`src/rtl/fetch_unit.sv`:
```
// Instruction-fetch control: next-PC selection, imem request issue, and an
// in-order queue of returned instructions presented to decode.
module fetch_unit #(
  parameter int unsigned     WIDTH        = 32,
  parameter int unsigned     DEPTH        = 4,
  parameter int unsigned     MAX_OUTST    = 2,
  parameter logic [WIDTH-1:0] RESET_VECTOR = '0
) (
  input  logic             clk,
  input  logic             rst,
  input  logic [WIDTH-1:0] pc,
  output logic [WIDTH-1:0] pc_next,
  input  logic             redirect_valid,
  input  logic [WIDTH-1:0] redirect_target,
  output logic             imem_req,
  output logic [WIDTH-1:0] imem_addr,
  input  logic             imem_gnt,
  input  logic             imem_rvalid,
  input  logic [WIDTH-1:0] imem_rdata,
  output logic             instr_valid,
  input  logic             instr_ready,
  output logic [WIDTH-1:0] instr,
  output logic [WIDTH-1:0] instr_pc
);

  localparam int unsigned AW = (DEPTH > 1) ? $clog2(DEPTH) : 1;
  localparam int unsigned CW = $clog2(DEPTH) + 1;
  localparam int unsigned OW = $clog2(MAX_OUTST) + 1;

  logic [WIDTH-1:0] pc_q    [DEPTH];
  logic [WIDTH-1:0] instr_q [DEPTH];
  logic [DEPTH-1:0] filled_q;
  logic [AW-1:0]    head_q, tail_q;
  logic [CW-1:0]    alloc_q, alloc_d;
  logic [OW-1:0]    pend_q, pend_d;
  logic [OW-1:0]    drop_q, drop_d;

  logic          issue, pop, do_drop, do_fill;
  logic [AW-1:0] fill_idx;
  logic [OW:0]   outst, dsum;

  // Oldest unfilled entry sits just past the filled prefix of the queue.
  assign fill_idx  = head_q + AW'(alloc_q - CW'(pend_q));
  assign outst     = {1'b0, pend_q} + {1'b0, drop_q};
  assign imem_req  = !rst && !redirect_valid && (alloc_q < CW'(DEPTH)) &&
                     (outst < (OW+1)'(MAX_OUTST));
  assign imem_addr = {pc[WIDTH-1:2], 2'b00};
  assign issue     = imem_req & imem_gnt;
  assign do_drop   = imem_rvalid && (drop_q != '0);
  assign do_fill   = imem_rvalid && (drop_q == '0) && (pend_q != '0);

  assign instr_valid = filled_q[head_q] && (alloc_q != '0) && !redirect_valid;
  assign pop         = instr_valid & instr_ready;
  assign instr       = instr_q[head_q];
  assign instr_pc    = pc_q[head_q];

  always_comb begin
    pc_next = pc;
    if (rst)                 pc_next = RESET_VECTOR;
    else if (redirect_valid) pc_next = redirect_target & ~WIDTH'(3);
    else if (issue)          pc_next = pc + WIDTH'(4);
  end

  always_comb begin
    dsum    = {1'b0, drop_q} + {1'b0, pend_q};
    alloc_d = alloc_q + CW'(issue) - CW'(pop);
    pend_d  = pend_q + OW'(issue) - OW'(do_fill);
    drop_d  = drop_q - OW'(do_drop);
    if (redirect_valid) begin
      alloc_d = '0;
      pend_d  = '0;
      // Responses still owed become drops, minus one arriving right now.
      drop_d  = OW'((imem_rvalid && dsum != '0) ? dsum - (OW+1)'(1) : dsum);
    end
  end

  always_ff @(posedge clk) begin
    if (rst) begin
      head_q   <= '0;
      tail_q   <= '0;
      alloc_q  <= '0;
      pend_q   <= '0;
      drop_q   <= '0;
      filled_q <= '0;
    end else if (redirect_valid) begin
      head_q   <= '0;
      tail_q   <= '0;
      alloc_q  <= alloc_d;
      pend_q   <= pend_d;
      drop_q   <= drop_d;
      filled_q <= '0;
    end else begin
      alloc_q <= alloc_d;
      pend_q  <= pend_d;
      drop_q  <= drop_d;
      if (pop) begin
        filled_q[head_q] <= 1'b0;
        head_q           <= head_q + AW'(1);
      end
      if (issue) begin
        filled_q[tail_q] <= 1'b0;
        tail_q           <= tail_q + AW'(1);
      end
      if (do_fill) filled_q[fill_idx] <= 1'b1;
    end
  end

  always_ff @(posedge clk) begin
    if (!rst && !redirect_valid) begin
      if (issue)   pc_q[tail_q]      <= pc;
      if (do_fill) instr_q[fill_idx] <= imem_rdata;
    end
  end

endmodule

```
`config.mk`:
```
export PLATFORM = sky130hd
export DESIGN_NAME = fetch_unit
export DESIGN_NICKNAME = d
export VERILOG_FILES = /design/src/rtl/fetch_unit.sv
export SDC_FILE = /design/constraint.sdc
export NUM_CORES = 1
export LEC_CHECK = 0
export ABC_AREA = 1
export BUFFER_PORTS_ARGS = -buffer_cell sky130_fd_sc_hd__clkbuf_2
export CAP_MARGIN = 20
export CORE_AREA = 5 5 149 151
export CTS_BUF_LIST = sky130_fd_sc_hd__clkbuf_8
export DETAILED_ROUTE_END_ITERATION = 8
export DIE_AREA = 0 0 154 156
export PLACE_DENSITY = 0.84
export SLEW_MARGIN = 20
export SYNTH_ARGS = -nofsm -noshare
export SYNTH_HDL_FRONTEND = slang
export SYNTH_SLANG_ARGS = --single-unit
export TNS_END_PERCENT = 100
```
`constraint.sdc`:
```
create_clock -name clk -period 7.5 [get_ports clk]
set_input_delay 1.5 -clock clk [delete_from_list [all_inputs] [get_ports clk]]
set_output_delay 1.5 -clock clk [all_outputs]
set_load 0.02 [all_outputs]
```
**Yosys cells after proc, flatten, opt, wreduce, memory -nomap -nowiden**

Memories as Yosys holds them, arrays and structs flattened. A register that Yosys moved wholly into a read port is not among the register bits.
Cells that the tools add are included.

- Memories: 2
- Word-level logic and storage cells: 85
- Bits in registers: 15
- Output and inout bits: 130
- Memory bits (writable): 256
- Input port bits: 102

- $add $sub $neg: 12
- Bitwise operators: 7
- Reduce and logical (&&, ||, !) cells: 20
- $lt $le $gt $ge: 8
- Muxes and demuxes: 30

Memory list:

| name | depth | width | read ports | clocked after memory_dff | wr ports | line | text |
|---|---|---|---|---|---|---|---|
| instr_q | 4 | 32 | 1 | 1 | 1 | 31 | `logic [WIDTH-1:0] instr_q [DEPTH];` |
| pc_q | 4 | 32 | 1 | 1 | 1 | 30 | `logic [WIDTH-1:0] pc_q [DEPTH];` |

Operators by type and width:

| cell | count |
|---|---|
| 2-to-1 mux 32 bit | 3 |
| adder 32 x 3 -> 32 bit, second input constant | 1 |
| 2-to-1 mux 4 bit | 7 |
| logical AND 1 bit | 12 |
| 2-to-1 mux 2 bit | 6 |
| 2-to-1 mux 1 bit | 10 |
| less-than comparator 2 x 3 -> 1 bit, second input constant | 3 |
| AND 4 bit | 2 |
| inverter 4 bit | 2 |
| demux 1 bit (select 2 bit) | 3 |
| greater-or-equal comparator 2 x 1 -> 1 bit, second input constant | 3 |
| nonzero test 3 bit | 2 |
| adder 2 x 1 -> 2 bit, second input constant | 2 |
| bitwise OR 4 bit | 1 |
| nonzero test 2 bit | 2 |
| subtractor 2 x 1 -> 2 bit | 2 |
| adder 2 x 2 -> 3 bit | 1 |
| adder 3 x 1 -> 3 bit | 1 |
| less-than comparator 3 x 2 -> 1 bit, second input constant | 1 |
| less-than comparator 3 bit, second input constant | 1 |
| subtractor 3 x 1 -> 3 bit | 1 |
| adder 2 x 1 -> 2 bit | 1 |
| adder 2 bit | 1 |
| AND 1 bit | 2 |
| other kinds (6) | 7 |

**Depth between registers and ports, before layout**

- Depth after elaboration: 15
- Gate-level depth with buffers: 13
- Mapped depth without buffers: 12

**Worst setup path before layout**

Ideal clock, no wire load.

- Path type: input -> output
- Start: input port redirect_valid
- End: output port pc_next[10]
- Arrival: 2.825 ns
- Stages on the path: 9
- Setup slack: 3.175 ns
- Data required time: 6.000 ns
- Buffers on the path: 1
- Path through: clkinv_2 > nand2_4 > nor2_4 > nand2_4 > buf_6 > nor2_4 > nand2_1 > or2_0 > a21oi_1

- Word-level cells in the longest chain between the ends: 8

RTL lines:

| what | line | text |
|---|---|---|
| start, declared | 13 | `input logic redirect_valid,` |
| logical NOT 1 bit | 45 | `assign imem_req = !rst && !redirect_valid && (alloc_q < CW'(DEPTH)) &&` |
| logical AND 1 bit (3 in a row) | 45 |  |
| named net imem_req | 15 | `output logic imem_req,` |
| AND 1 bit | 48 | `assign issue = imem_req & imem_gnt;` |
| 2-to-1 mux 32 bit | 61 | `else if (issue) pc_next = pc + WIDTH'(4);` |
| 2-to-1 mux 32 bit | 60 | `else if (redirect_valid) pc_next = redirect_target & ~WIDTH'(3);` |
| 2-to-1 mux 32 bit | 59 | `if (rst) pc_next = RESET_VECTOR;` |
| end, declared | 12 | `output logic [WIDTH-1:0] pc_next,` |

The timed path passes the listed nets, and every way through them passes these cells.

**Worst setup path in the final report**

- Start: input port rst
- End: output port pc_next[26]

- Word-level cells in the longest chain between the ends: 8

RTL lines:

| what | line | text |
|---|---|---|
| start, declared | 10 | `input logic rst,` |
| logical NOT 1 bit | 45 |  |
| logical AND 1 bit (3 in a row) | 45 |  |
| AND 1 bit | 48 |  |
| 2-to-1 mux 32 bit | 61 |  |
| 2-to-1 mux 32 bit | 60 |  |
| 2-to-1 mux 32 bit (*) | 59 |  |

Every way passes the cells marked *; elsewhere a longest branch is shown, timed or not.

==> impl_results.rst <==
.. list-table::
   :header-rows: 1

   * - Metric
     - Value
   * - Initial DRT Pass Iterations
     - 5
   * - Final nets
     - 1449
   * - Startpoint type of the worst setup path
     - input pin
   * - Global-route wire length before repair
     - 44440 µm
   * - Number of buffers added by the clock tree synthesis step
     - 42
   * - Horizontal die dimension
     - 154 µm
   * - Total Die Area
     - 24020 µm²
   * - DIE HEIGHT
     - 156 µm
   * - Number of antenna diodes
     - 0
   * - Cells on Worst Hold Path
     - 2
   * - Worst vdd rail ir drop
     - 0.1188 mV
   * - Post-Syn Instances
     - 1128
   * - Run status
     - finished, final reports clean
   * - Clk pin slew, worst setup/hold paths
     - 60 ps
   * - Number of gates given a new drive strength after cts
     - 0
   * - Initial DRC Count
     - 579
   * - Overflow left after global routing
     - 0
   * - Max Freq
     - 192.2 MHz
   * - Cell types with the largest area share after synthesis
     - sky130_fd_sc_hd__edfxtp_1 63%, sky130_fd_sc_hd__o21ai_0 6.4%, sky130_fd_sc_hd__nor2_1 5.3%
   * - Clk_lat worst skew
     - 530 ps
   * - Overall Global Routing Usage
     - 0.2319
   * - Largest area contributor in the netlist
     - sky130_fd_sc_hd__edfxtp_1
   * - CTS H-tree lvls
     - 2
   * - Number of hold buffers added after cts
     - 0
   * - Count of input and output buffers
     - 227
   * - PnR worst setup slack
     - 2297 ps
   * - Power density over cell area
     - 210.6 nW/µm²
   * - Classification of the worst-slack hold path
     - flop to flop
   * - Placer's final routability congestion estimate
     - 0.8975
   * - Vias in the first global route
     - 8793
   * - Count of pins on the block boundary
     - 232
   * - Half-perimeter wire length after placement
     - 18180 µm
   * - Buffers inserted by post-CTS timing repair
     - 0
   * - Start-to-end type of the worst setup path
     - input pin to output port
   * - Slowest cell on the critical path
     - sky130_fd_sc_hd__nor2_1
   * - Worst Skew
     - 21.12 ps
   * - Reg-to-reg setup timing slack
     - 4300 ps
   * - Synthesized area divided by synthesized cell count
     - 10.80 µm²
   * - Setup repair after global routing missed its margin
     - false
   * - Vias/cell
     - 5.505
   * - Filler Cell Count
     - 1516
   * - Max-slew headroom at the worst pin
     - 0.2696
   * - Count of cell types in the netlist
     - 33
   * - Post-route standard cell area excluding fillers
     - 14120 µm²
   * - Maximum number of buffers from clock root to sink
     - 3
   * - Effective utilization at floorplan
     - 0.5890
   * - Fraction of post-synthesis cell area in the top cell type by area
     - 0.6309
   * - Maximum net fanout on the critical path
     - 30
   * - Count of vias placed by the detailed router
     - 8990
   * - Number of max-cap violations
     - 0
   * - Routed Antenna Nets
     - 0
   * - Count of warnings emitted by yosys
     - 0
   * - Non-filler cells in the finished layout
     - 1633
   * - Sum of negative setup slack
     - 0 ps
   * - Kind of end point of the critical path
     - output port
   * - CTS sink count
     - 273
   * - Row Count
     - 53
   * - Routed wire length
     - 28550 µm
   * - Placed instance count
     - 1556
   * - Delay-heaviest family, CP
     - simple AND/OR/NAND/NOR gates
   * - Fin. max-slew vios
     - 0
   * - Lkg Pwr
     - 5.755 nW
   * - Finish-stage setup viols
     - 0
   * - Critical path depth
     - 12
   * - Total placed instance area
     - 13330 µm²
   * - Cells along the critical path
     - clkbuf_2 -> inv_2 -> nand2_4 -> nor2_4 -> nand2_4 -> nor2_1 -> nand3_1 -> nand2_1 -> nand3_1 -> nand2_1 -> inv_1 -> clkbuf_2
   * - Number of antenna violations at the first check in global routing
     - 0
   * - Final routed wire length divided by cell count
     - 17.48 µm
   * - Buf/Inv on CP
     - 4
   * - Worst Reg2Reg Path Length in Cells
     - 9
   * - Crit path required time
     - 6000 ps
   * - Slew at the pin with the worst max-slew slack
     - 1093 ps
   * - Syn Std Cell Area
     - 12190 µm²
   * - Number of storage elements in the synthesis netlist
     - 273
   * - CTS tree
     - done
   * - Fraction of layout cells with a size suffix above 1
     - 0.2231
   * - Arrival time of the worst setup path
     - 3700 ps
   * - Min cycle time layout
     - 5203 ps
   * - Area added between synthesis and finish
     - 15.90%
   * - Largest stage delay, worst path
     - 410 ps
   * - Post-place setup slack
     - 2296 ps
   * - Final period util
     - 0.6937
   * - Buffer type at the clock tree root
     - sky130_fd_sc_hd__clkbuf_8
   * - Post-route worst hold slack
     - 538.2 ps
   * - Final Hold Fails
     - 0
   * - Register area share after synthesis
     - 0.6588
   * - Maximum number of pins on one net before global-route repair
     - 83
   * - Number of remaining DRC errors
     - 0
   * - Area of the core region
     - 20690 µm²
-- final timing paths --
check	start	endpoint
worst max register to register	pend_q[0]$_SDFF_PP0_	pc_q[2][23]$_DFFE_PP_
worst min-delay path	tail_q[1]$_SDFFE_PP0N_	tail_q[1]$_SDFFE_PP0N_
worst min register to register	tail_q[1]$_SDFFE_PP0N_	tail_q[1]$_SDFFE_PP0N_
worst max-delay path	rst	pc_next[26]
-- synthesized netlist by cell type, drive strengths merged --
cell,n
xnor2,6
buf,38
nor3,2
dfxtp,17
mux2i,1
ha,18
nand3,45
fa,2
clkbuf,47
a21oi,22
nand3b,7
o21ai,156
conb,1
o211ai,3
clkinv,2
edfxtp,256
nor2,177
inv,97
or2,3
a31oi,1
nand4,12
nand2,145
o22ai,64
xor2,6
-- cell families (layout without fill, tap and decap cells) --
group,after synthesis,after routing,synth area share
adders and majority gates,20,20,0.02177
AOI/OAI and AO/OA,246,246,0.1083
DFF,273,273,0.6588
other,1,2,0.0003077
buffers and inverters,184,413,0.06756
and+or+nand+nor,391,391,0.1338
xor gates and xnor gates,12,12,0.008625
muxes,1,1,0.0008215
-- metrics by stage --
stage               power, mW    util
floorplan               1.837       -
global route            3.097  0.6826
global placement        1.917  0.6444
finish                  2.974  0.6826
detailed placement      1.924  0.6444
CTS                     2.998  0.6800
-- area by class of cell --
class,instances,area (µm²),area share
clock buffer,42,578.1,0.04093
clock inverter,33,158.9,0.01125
inverter,99,375.4,0.02658
multi-input combinational,672,3368,0.2385
sequential,273,8033,0.5687
tap,275,344.1,0.02436
timing repair buffer,239,1266,0.08965
-- tightest hold or removal path, delay by kind of cell (launching register included) --
family                 cells  cell delay, ps
buffers and inverters      1             100
flip-flops                 1             330
AO/OA/AOI/OAI              1              70
-- metal layers --
| metal | track usage | vias up | share of wire |
|---|---|---|---|
| met5 | 0 | - | 0 |
| met4 | 0.08200 | 0 | 0.028 |
| met3 | 0.04438 | 62 | 0.080 |
| met2 | 0.4041 | 439 | 0.50 |
| met1 | 0.2924 | 4188 | 0.39 |
| li1 | - | 4301 | - |
-- cells in the final DEF (no fill, tap or decap), drive strengths merged, types with 18 or more instances in the layout --
cell type    n
o21ai      156
inv        118
o22ai       64
nand2      145
ha          18
nand3       45
a21oi       22
clkbuf     269
nor2       177
edfxtp     256
-- report_power, final --
group	total [mW]	switching, mW	internal, mW
clock	1.08	0.525	0.556
combinational	0.212	0.145	0.0674
sequential	1.68	0.00404	1.68
-- state kept, by name (all words and copies together), names as in the netlist, named ones only --
name	flops
pc_q	128
instr_q	128
filled_q	4
tail_q	2
drop_q	2
head_q	2
pend_q	2
alloc_q	3
(Power assumes the default switching activity.)
